### src/rtl/rotate_step_controller_pkg.sv
// Shared constants and types for the rotate/shift step controller.
package rotate_step_controller_pkg;

    localparam int DEFAULT_WIDTH = 8;
    localparam int DEFAULT_CNT_W = 4;

    localparam logic DIR_LEFT  = 1'b0;
    localparam logic DIR_RIGHT = 1'b1;

    typedef enum logic [1:0] {
        ST_IDLE   = 2'd0,
        ST_LOAD   = 2'd1,
        ST_ROTATE = 2'd2,
        ST_DONE   = 2'd3
    } state_t;

endpackage

### src/rtl/rotate_step_controller_counter.sv
// Loadable down-counter that tracks the remaining rotate steps of a command.
module step_down_counter #(
    parameter int CNT_W = 4
) (
    input  logic             clk,
    input  logic             srst,
    input  logic             load,
    input  logic             dec,
    input  logic [CNT_W-1:0] load_value,
    output logic             is_one
);

    logic [CNT_W-1:0] count_reg;

    // Load has priority; decrement saturates at zero so the counter never wraps.
    always_ff @(posedge clk) begin
        if (srst) begin
            count_reg <= '0;
        end else if (load) begin
            count_reg <= load_value;
        end else if (dec && (count_reg != '0)) begin
            count_reg <= count_reg - 1'b1;
        end
    end

    assign is_one = (count_reg == CNT_W'(1));

endmodule

### src/rtl/rotate_step_controller.sv
// Drives an 8-bit rotating register through load + N rotate steps per command.
module rotate_step_controller
    import rotate_step_controller_pkg::*;
#(
    parameter int WIDTH = DEFAULT_WIDTH,
    parameter int CNT_W = DEFAULT_CNT_W
) (
    input  logic             clk,
    input  logic             reset,
    input  logic             cmd_valid,
    output logic             cmd_ready,
    input  logic [WIDTH-1:0] cmd_data,
    input  logic [CNT_W-1:0] cmd_count,
    input  logic             cmd_dir,
    input  logic             cmd_arith,
    input  logic [WIDTH-1:0] reg_q,
    output logic             reg_loadn,
    output logic             reg_rotate_right,
    output logic             reg_as_right,
    output logic [WIDTH-1:0] reg_data,
    output logic             busy,
    output logic             done
);

    state_t           state_reg;
    logic [WIDTH-1:0] data_reg;
    logic [CNT_W-1:0] count_reg;
    logic             dir_reg;
    logic             as_reg;
    logic             ready_reg;
    logic             busy_reg;
    logic             done_reg;
    logic             loadn_reg;
    logic             rr_reg;
    logic             asr_reg;

    logic             cnt_load;
    logic             cnt_dec;
    logic             cnt_is_one;
    logic             load_sel;

    assign cnt_load = (state_reg == ST_LOAD);
    assign cnt_dec  = (state_reg == ST_ROTATE);

    step_down_counter #(
        .CNT_W (CNT_W)
    ) u_step_counter (
        .clk        (clk),
        .srst       (reset),
        .load       (cnt_load),
        .dec        (cnt_dec),
        .load_value (count_reg),
        .is_one     (cnt_is_one)
    );

    // Control FSM; every output except reg_data is registered alongside the state.
    always_ff @(posedge clk) begin
        if (reset) begin
            state_reg <= ST_IDLE;
            data_reg  <= '0;
            count_reg <= '0;
            dir_reg   <= 1'b0;
            as_reg    <= 1'b0;
            ready_reg <= 1'b1;
            busy_reg  <= 1'b0;
            done_reg  <= 1'b0;
            loadn_reg <= 1'b0;
            rr_reg    <= 1'b0;
            asr_reg   <= 1'b0;
        end else begin
            case (state_reg)
                ST_IDLE: begin
                    if (cmd_valid && ready_reg) begin
                        data_reg  <= cmd_data;
                        count_reg <= cmd_count;
                        dir_reg   <= cmd_dir;
                        // Arithmetic shift only exists to the right; left stays a rotate.
                        as_reg    <= cmd_arith & (cmd_dir == DIR_RIGHT);
                        state_reg <= ST_LOAD;
                        ready_reg <= 1'b0;
                        busy_reg  <= 1'b1;
                        loadn_reg <= 1'b0;
                    end
                end
                ST_LOAD: begin
                    if (count_reg == '0) begin
                        state_reg <= ST_DONE;
                        done_reg  <= 1'b1;
                        loadn_reg <= 1'b0;
                    end else begin
                        state_reg <= ST_ROTATE;
                        loadn_reg <= 1'b1;
                        rr_reg    <= dir_reg;
                        asr_reg   <= as_reg;
                    end
                end
                ST_ROTATE: begin
                    // Counter was loaded with count, so count cycles elapse before it reads 1 here.
                    if (cnt_is_one) begin
                        state_reg <= ST_DONE;
                        done_reg  <= 1'b1;
                        loadn_reg <= 1'b0;
                        rr_reg    <= 1'b0;
                        asr_reg   <= 1'b0;
                    end
                end
                ST_DONE: begin
                    state_reg <= ST_IDLE;
                    done_reg  <= 1'b0;
                    ready_reg <= 1'b1;
                    busy_reg  <= 1'b0;
                end
                default: begin
                    state_reg <= ST_IDLE;
                    ready_reg <= 1'b1;
                    busy_reg  <= 1'b0;
                    done_reg  <= 1'b0;
                    loadn_reg <= 1'b0;
                    rr_reg    <= 1'b0;
                    asr_reg   <= 1'b0;
                end
            endcase
        end
    end

    assign load_sel = (state_reg == ST_LOAD);

    // Register data: latched value while loading, otherwise recirculate reg_q to hold.
    genvar gi;
    generate
        for (gi = 0; gi < WIDTH; gi++) begin : g_data_mux
            assign reg_data[gi] = load_sel ? data_reg[gi] : reg_q[gi];
        end
    endgenerate

    assign cmd_ready        = ready_reg;
    assign busy             = busy_reg;
    assign done             = done_reg;
    assign reg_loadn        = loadn_reg;
    assign reg_rotate_right = rr_reg;
    assign reg_as_right     = asr_reg;

endmodule

### config.mk
export PLATFORM = sky130hd
export DESIGN_NAME = rotate_step_controller
export DESIGN_NICKNAME = d
export VERILOG_FILES = /design/src/rtl/rotate_step_controller_pkg.sv /design/src/rtl/rotate_step_controller_counter.sv /design/src/rtl/rotate_step_controller.sv
export SDC_FILE = /design/constraint.sdc
export NUM_CORES = 1
export LEC_CHECK = 0
export CAP_MARGIN = 20
export CORE_MARGIN = 2
export CORE_UTILIZATION = 50
export CTS_CLUSTER_SIZE = 30
export DETAILED_ROUTE_END_ITERATION = 8
export PLACE_DENSITY = 0.84
export SLEW_MARGIN = 10
export SYNTH_ARGS = -nofsm -noshare
export SYNTH_HDL_FRONTEND = slang
export SYNTH_HIERARCHICAL = 1
export SYNTH_SLANG_ARGS = --single-unit
### constraint.sdc
create_clock -name clk -period 3 [get_ports clk]
set_clock_uncertainty 0.05 [all_clocks]
set_input_delay 0.6 -clock clk [delete_from_list [all_inputs] [get_ports clk]]
set_output_delay 0.6 -clock clk [all_outputs]
set_load 0.02 [all_outputs]
Yosys cells after proc, flatten, opt, wreduce, memory -nomap -nowiden:

Index checks and enable logic that the tools add are counted.

* word-level logic and storage cells: 66
* register bits after elaboration: 26

* reductions and logical operators: 16
* bitwise gates (word level): 1
* add/subtract/negate cells: 1
* eq/ne operators: 8
* multiplexer cells: 28

Operator list (count)
* 1-bit two-way mux: 17
* 3-bit AND reduction: 3
* 4-bit two-way mux: 2
* 1-bit one-hot mux with 2 select lines: 4
* 2-bit one-hot mux with 4 select lines: 1
* 2-bit inequality test, second input constant: 3
* 1-bit one-hot mux with 3 select lines: 2
* 2-bit AND reduction: 3
* 2-bit nonzero test: 3
* 3-bit nonzero test: 2
* 2-bit == test, second input constant: 2
* 4-bit by 1-bit == test with 1-bit output, second input constant: 1
* 4-bit zero test: 1
* 2-bit two-way mux: 2
* 4-bit nonzero test: 1
* 4-bit by 1-bit subtractor with 4-bit output, second input constant: 1
* 2-bit by 1-bit == test with 1-bit output, second input constant: 1
* 1-bit logical AND: 2
* 2-bit zero test: 1
* 2-bit by 1-bit inequality test with 1-bit output, second input constant: 1
* 1-bit AND: 1

Depth between registers and ports, before layout:

Gate-level depths: netlist of run 1.

* word-level depth: 4
* depth in mapped cells: 7
* depth with buffers taken out: 6

Modules after synthesis:

The synthesis of run 1 kept the hierarchy.

By module, submodules not included
* rotate_step_controller: area each 1057.3 sq um, times used 1, cells each 124, seq. area each 440.4 sq um
* step_down_counter: area each 286.5 sq um, times used 1, cells each 33, seq. area each 80.1 sq um

Worst setup path before layout of run 1:

No wires, ideal clock.

* kind: reg2out
* start: register state_reg[1]
* end: output reg_data[0]
* path buffers: 2
* data required time: 2.350 ns
* cell stages (with the launch flop): 6
* arrival time: 1.584 ns
* setup slack: 0.766 ns
* path through: dfxtp_1 inv_1 ha_1 clkbuf_1 clkbuf_1 mux2_2

* cells in the longest elaborated chain, start to end: 2

Ends and longest elaborated chain
* from (decl): line rotate_step_controller.sv:25 `state_t state_reg;`
* from (signal assigned): line rotate_step_controller.sv:59 `state_reg <= ST_IDLE;`
* from (signal assigned): line rotate_step_controller.sv:79 `state_reg <= ST_LOAD;`
* from (signal assigned): line rotate_step_controller.sv:87 `state_reg <= ST_DONE;`
* 2-bit by 1-bit == test with 1-bit output
* net cnt_load: line rotate_step_controller.sv:37 `logic cnt_load;`
* 1-bit two-way mux: line rotate_step_controller.sv:132 `assign reg_data[gi] = load_sel ? data_reg[gi] : reg_q[gi];`
* to (decl): line rotate_step_controller.sv:20 `output logic [WIDTH-1:0] reg_data,`

The timed path passes the listed nets, and every way through them passes these cells.

Worst setup path in the final report of run 1:

* start: register state_reg[1]
* end: output reg_data[2]

The elaborated chain is that of the path after synthesis.

==> impl.org, run 1 <==
** Setup path
- Broken down by cell family, the worst path's largest delay share belongs to buffers and inverters.
- Worst EP required :: approximately 2.4 ns
- Critical Path Fanout Max :: 9
- Critical-path cell with the highest stage delay :: clkdlybuf4s50_1
- Sum of buffers and inverters on the critical path :: 2
- Category of the worst setup path launch point :: register
- For this run, the slowest stage of the critical path takes around 0.54 ns.
- In this run the critical register-to-register path is captured at u_step_counter/count_reg[0].
- The worst setup path is captured at an output port.
- Data arrival time of the worst path :: around 2.2 ns
- The critical path is of the register to output port type.
- The setup check on the worst reg-to-reg path leaves a slack of a little under 1 ns.
- Traced cell by cell, the critical path runs through inv_1, ha_1, mux2_2, clkdlybuf4s50_1.
- In this run the critical register-to-register path is launched from state_reg[1].
- Number of cells on the critical path :: 4
- Counting cells, the worst reg-to-reg path comes to 6.

** Layout
- Proportion of layout cells with a drive suffix above 1 :: 9.84%
- Final antenna diode count :: 0
- The register with the most flip-flops in the layout has 8 of them.
- Most used cells in the layout excluding fill and tap cells :: clkdlybuf4s50_1, nand2_1, dfxtp_1
- After the last flow step, the layout net total stands at roughly 230.
- Most common cell after layout, fill and taps aside :: clkdlybuf4s50_1
- Final core area utilization :: 71.3%
- Area growth from synthesis to final layout :: 33.9%

** Clock tree
- Reg clk slew, reported paths :: about 0.15 ns
- Count of buffers added by post-CTS timing repair for setup :: 0
- Number of H-tree levels :: 1
- Clock sink count :: 26
- In this run the deepest clock path goes through 2 buffers.
- Hold repair after CTS inserted 0 buffers.
- Number of CTS-inserted buffers :: 3
- TritonCTS clock tree :: built
- Post_cts resized :: 0
- Clk Latency, worst-skew pair :: roughly 0.33 ns
- Clock tree root buffer cell :: clkbuf_4

** Floorplanning
- Die Y-Extent :: between 50 and 60 microns
- Number of top-level pins :: 39
- Die area :: between 0.003 and 0.004 sq mm
- Effective utilization at floorplan :: 53.3%
- Row cnt :: 18
- Die X-Extent :: between 50 and 60 microns
- In this run the standard cell core region covers about 0.0025 sq mm.

** Place
- Once detailed placement completed, the half-perimeter wirelength came to ~2.2 mm.
- Prior to clock tree synthesis, the placed netlist has a worst setup slack of approximately 0.54 ns.
- Final weighted congestion in routability-driven placement :: 0.728
- IO buf count :: 38

** Synth
- Area share of xor/xnor cells in the synthesized design :: 0%
- Combinational family with the most area after synthesis :: simple AND/OR/NAND/NOR gates
- Synthesis instantiated 38 different standard cells from the library.
- Of the total synthesized cell area, the portion taken by full adders, half adders and majority gates is 6.52%.
- Synth top area share :: roughly two fifths
- Synthesized area per cell :: between 8 and 9 sq um
- Summing the areas of all compound-gate instances in the mapped netlist gives ~18% of the synthesized area.
- Post-synthesis net count :: ~190
- After synthesis, the share of cell area in mux cells is under 10%.
- The largest total area in the synthesized netlist belongs to dfxtp_1.
- After synthesis the netlist holds a flip-flop and latch count of 26.
- Synthesis produced around 160 cells.
- Among all flip-flop cells after synthesis, the most frequent one is dfxtp_1.
- For this run, asynchronously set or reset flops after synthesis account for 0%.
- Sequential elements use 38.7% of the synthesized area.
- Main area contributors after synthesis :: dfxtp_1, nand2_1, mux2_2, ha_1, a21oi_1
- Post-synthesis cell area :: roughly 0.0013 sq mm
- EDFF count, synth :: 0
- For this run, the number of Yosys warnings is 6.
- Of the total synthesized cell area, the portion taken by AND, OR, NAND and NOR gates is between 20% and 30%.

** STA
- Pins over their slew limit :: 0
- Final number of setup-violating endpoints :: 0
- RSZ-0062 raised after global routing :: false
- Headroom to the max-slew limit came out at approximately 55%.
- The hold violation count in the final report was 0.
- Final period util :: a little over nine tenths
- Once routing completed, OpenROAD measured the worst setup slack at around 0.15 ns.
- For the finished layout, the period the worst path requires is 2.85 ns.
- At the pin with the least slew margin, the transition time is 0.669 ns.
- Derived from the worst setup path, the maximum achievable clock frequency is about 350 MHz.
- Setup TNS Final :: 0 ns

** Drt
- Number of iterations in the first detailed-routing pass :: 4
- Detailed routing inserted a total of between 1000 and 1500 vias.
- DRT antenna net count :: 0
- In the routed design, unresolved DRC markers number 0.
- Final Routed Wirelength :: roughly 3 mm
- In the final routed layout, each cell accounts on average for roughly 14 microns.
- Via density per instance :: about 5.7
- In this run, the number of DRC markers left after iteration 0 of detailed routing was 31.

** Power and ir drop
- In this run the static leakage power is 0.662 nW.
- Worst vdd rail ir drop :: 0.000524 V
- The completed layout was analyzed and its total power is between 0.0015 and 0.002 W.
- In this run the power density over the cells is between 800 and 900 mW/mm^2.

** Min path
- The startpoint identified for the worst hold timing path is data_reg[2].
- The worst hold path terminates at data_reg[2].
- The worst hold path was traced through 2 stages.
- The path class of the tightest hold or removal check is register to register.

** Flow run
- Maximum capacitance violations :: 0

** Global routing
- GRT Util Overall :: around a fifth
- Entering global routing, the biggest net connects 25 pins.
- Number of global-route vias before repair :: roughly 1200
- The first global-routing pass estimated approximately 5.1 mm of wire.
- After global routing the overflow that remains totals 0.
- Antenna violations before repair :: 0

** Outcome
- Status :: finished, final reports clean
==> layout make-up <==
cell class	instances	area [sq um]
clock buffers	3	22.5
clock inverters	1	30.0
fillers	195	723
inverters	7	26.3
multi-input cells	116	767
flip-flops and latches	26	520
well taps	30	37.5
repair buffers	40	395
==> metal layers <==
metal	global-route usage [%]	wire length (microns)
met4	7.82	32
met5	0	0
met2	35.4	1450
met1	25.0	1370
met3	3.02	164
==> how the worst max path moves through the flow <==
stage                            start          end  slack (ns)
after detailed placement  state_reg[1]  reg_data[7]        0.54
final                     state_reg[1]  reg_data[2]        0.15
after global placement    state_reg[1]  reg_data[7]        0.56
after CTS                 state_reg[1]  reg_data[7]        0.14
after floorplan           state_reg[1]  reg_data[0]        0.77
after global routing      state_reg[1]  reg_data[6]        0.04
==> metrics by stage <==
| step | area (sq um) | hold WS [ns] | instances |
|---|---|---|---|
| 6_report | 1800 | 0.414 | 223 |
| 3_3_place_gp | 1750 | 0.390 | 219 |
| 3_5_place_dp | 1750 | 0.398 | 219 |
| 5_1_grt | 1800 | 0.432 | 223 |
| 4_1_cts | 1800 | 0.417 | 223 |
| 2_1_floorplan | 1340 | 0.382 | 157 |
==> synthesized netlist by cell type (2+ instances only) <==
cell and n:
a21oi_1 15, a31oi_1 2, inv_1 7, nor2b_1 3
mux2i_1 2, a2111oi_0 2, dfxtp_1 26, nor3_1 5
nor3b_1 2, nand3_1 5, and3_1 2, nor2_1 4
a2111oi_2 2, clkbuf_1 8, a211oi_1 4, nand4b_1 2
mux2_2 8, nand2_1 32, ha_1 7
==> power by group <==
group / switching, W / leakage (nW) / internal [W]
sequential: 0.0000648 / 0.213 / 0.000426
clock: 0.000108 / 0.0279 / 0.000135
combinational: 0.000416 / 0.422 / 0.000362
total: 0.000588 / 0.662 / 0.000923
==> cells by family (layout without fill, tap and decap cells) <==
family | after synthesis | in the layout
fa+ha+maj | 7 | 7
buf+inv | 15 | 51
simple gates | 64 | 64
flops | 26 | 26
mux | 10 | 10
compound gates | 35 | 35
==> worst register-to-register path, stage by stage (launching register included) <==
cell and delay, ns:
dfxtp_1 0.39, inv_1 0.11, ha_1 0.43, buf_4 0.33, nor3_1 0.08, and3_1 0.18
or3_1 0.34
Note: power is estimated with default switching activity, not from simulation.
==> run 2, diff against run 1 <==
--- a/config.mk
+++ b/config.mk
@@ -16,3 +16,4 @@
 export SYNTH_HDL_FRONTEND = slang
 export SYNTH_HIERARCHICAL = 1
 export SYNTH_SLANG_ARGS = --single-unit
+export TNS_END_PERCENT = 100
==> results of run 2 <==
Final layout, timing and power as in run 1 (identical DEF).
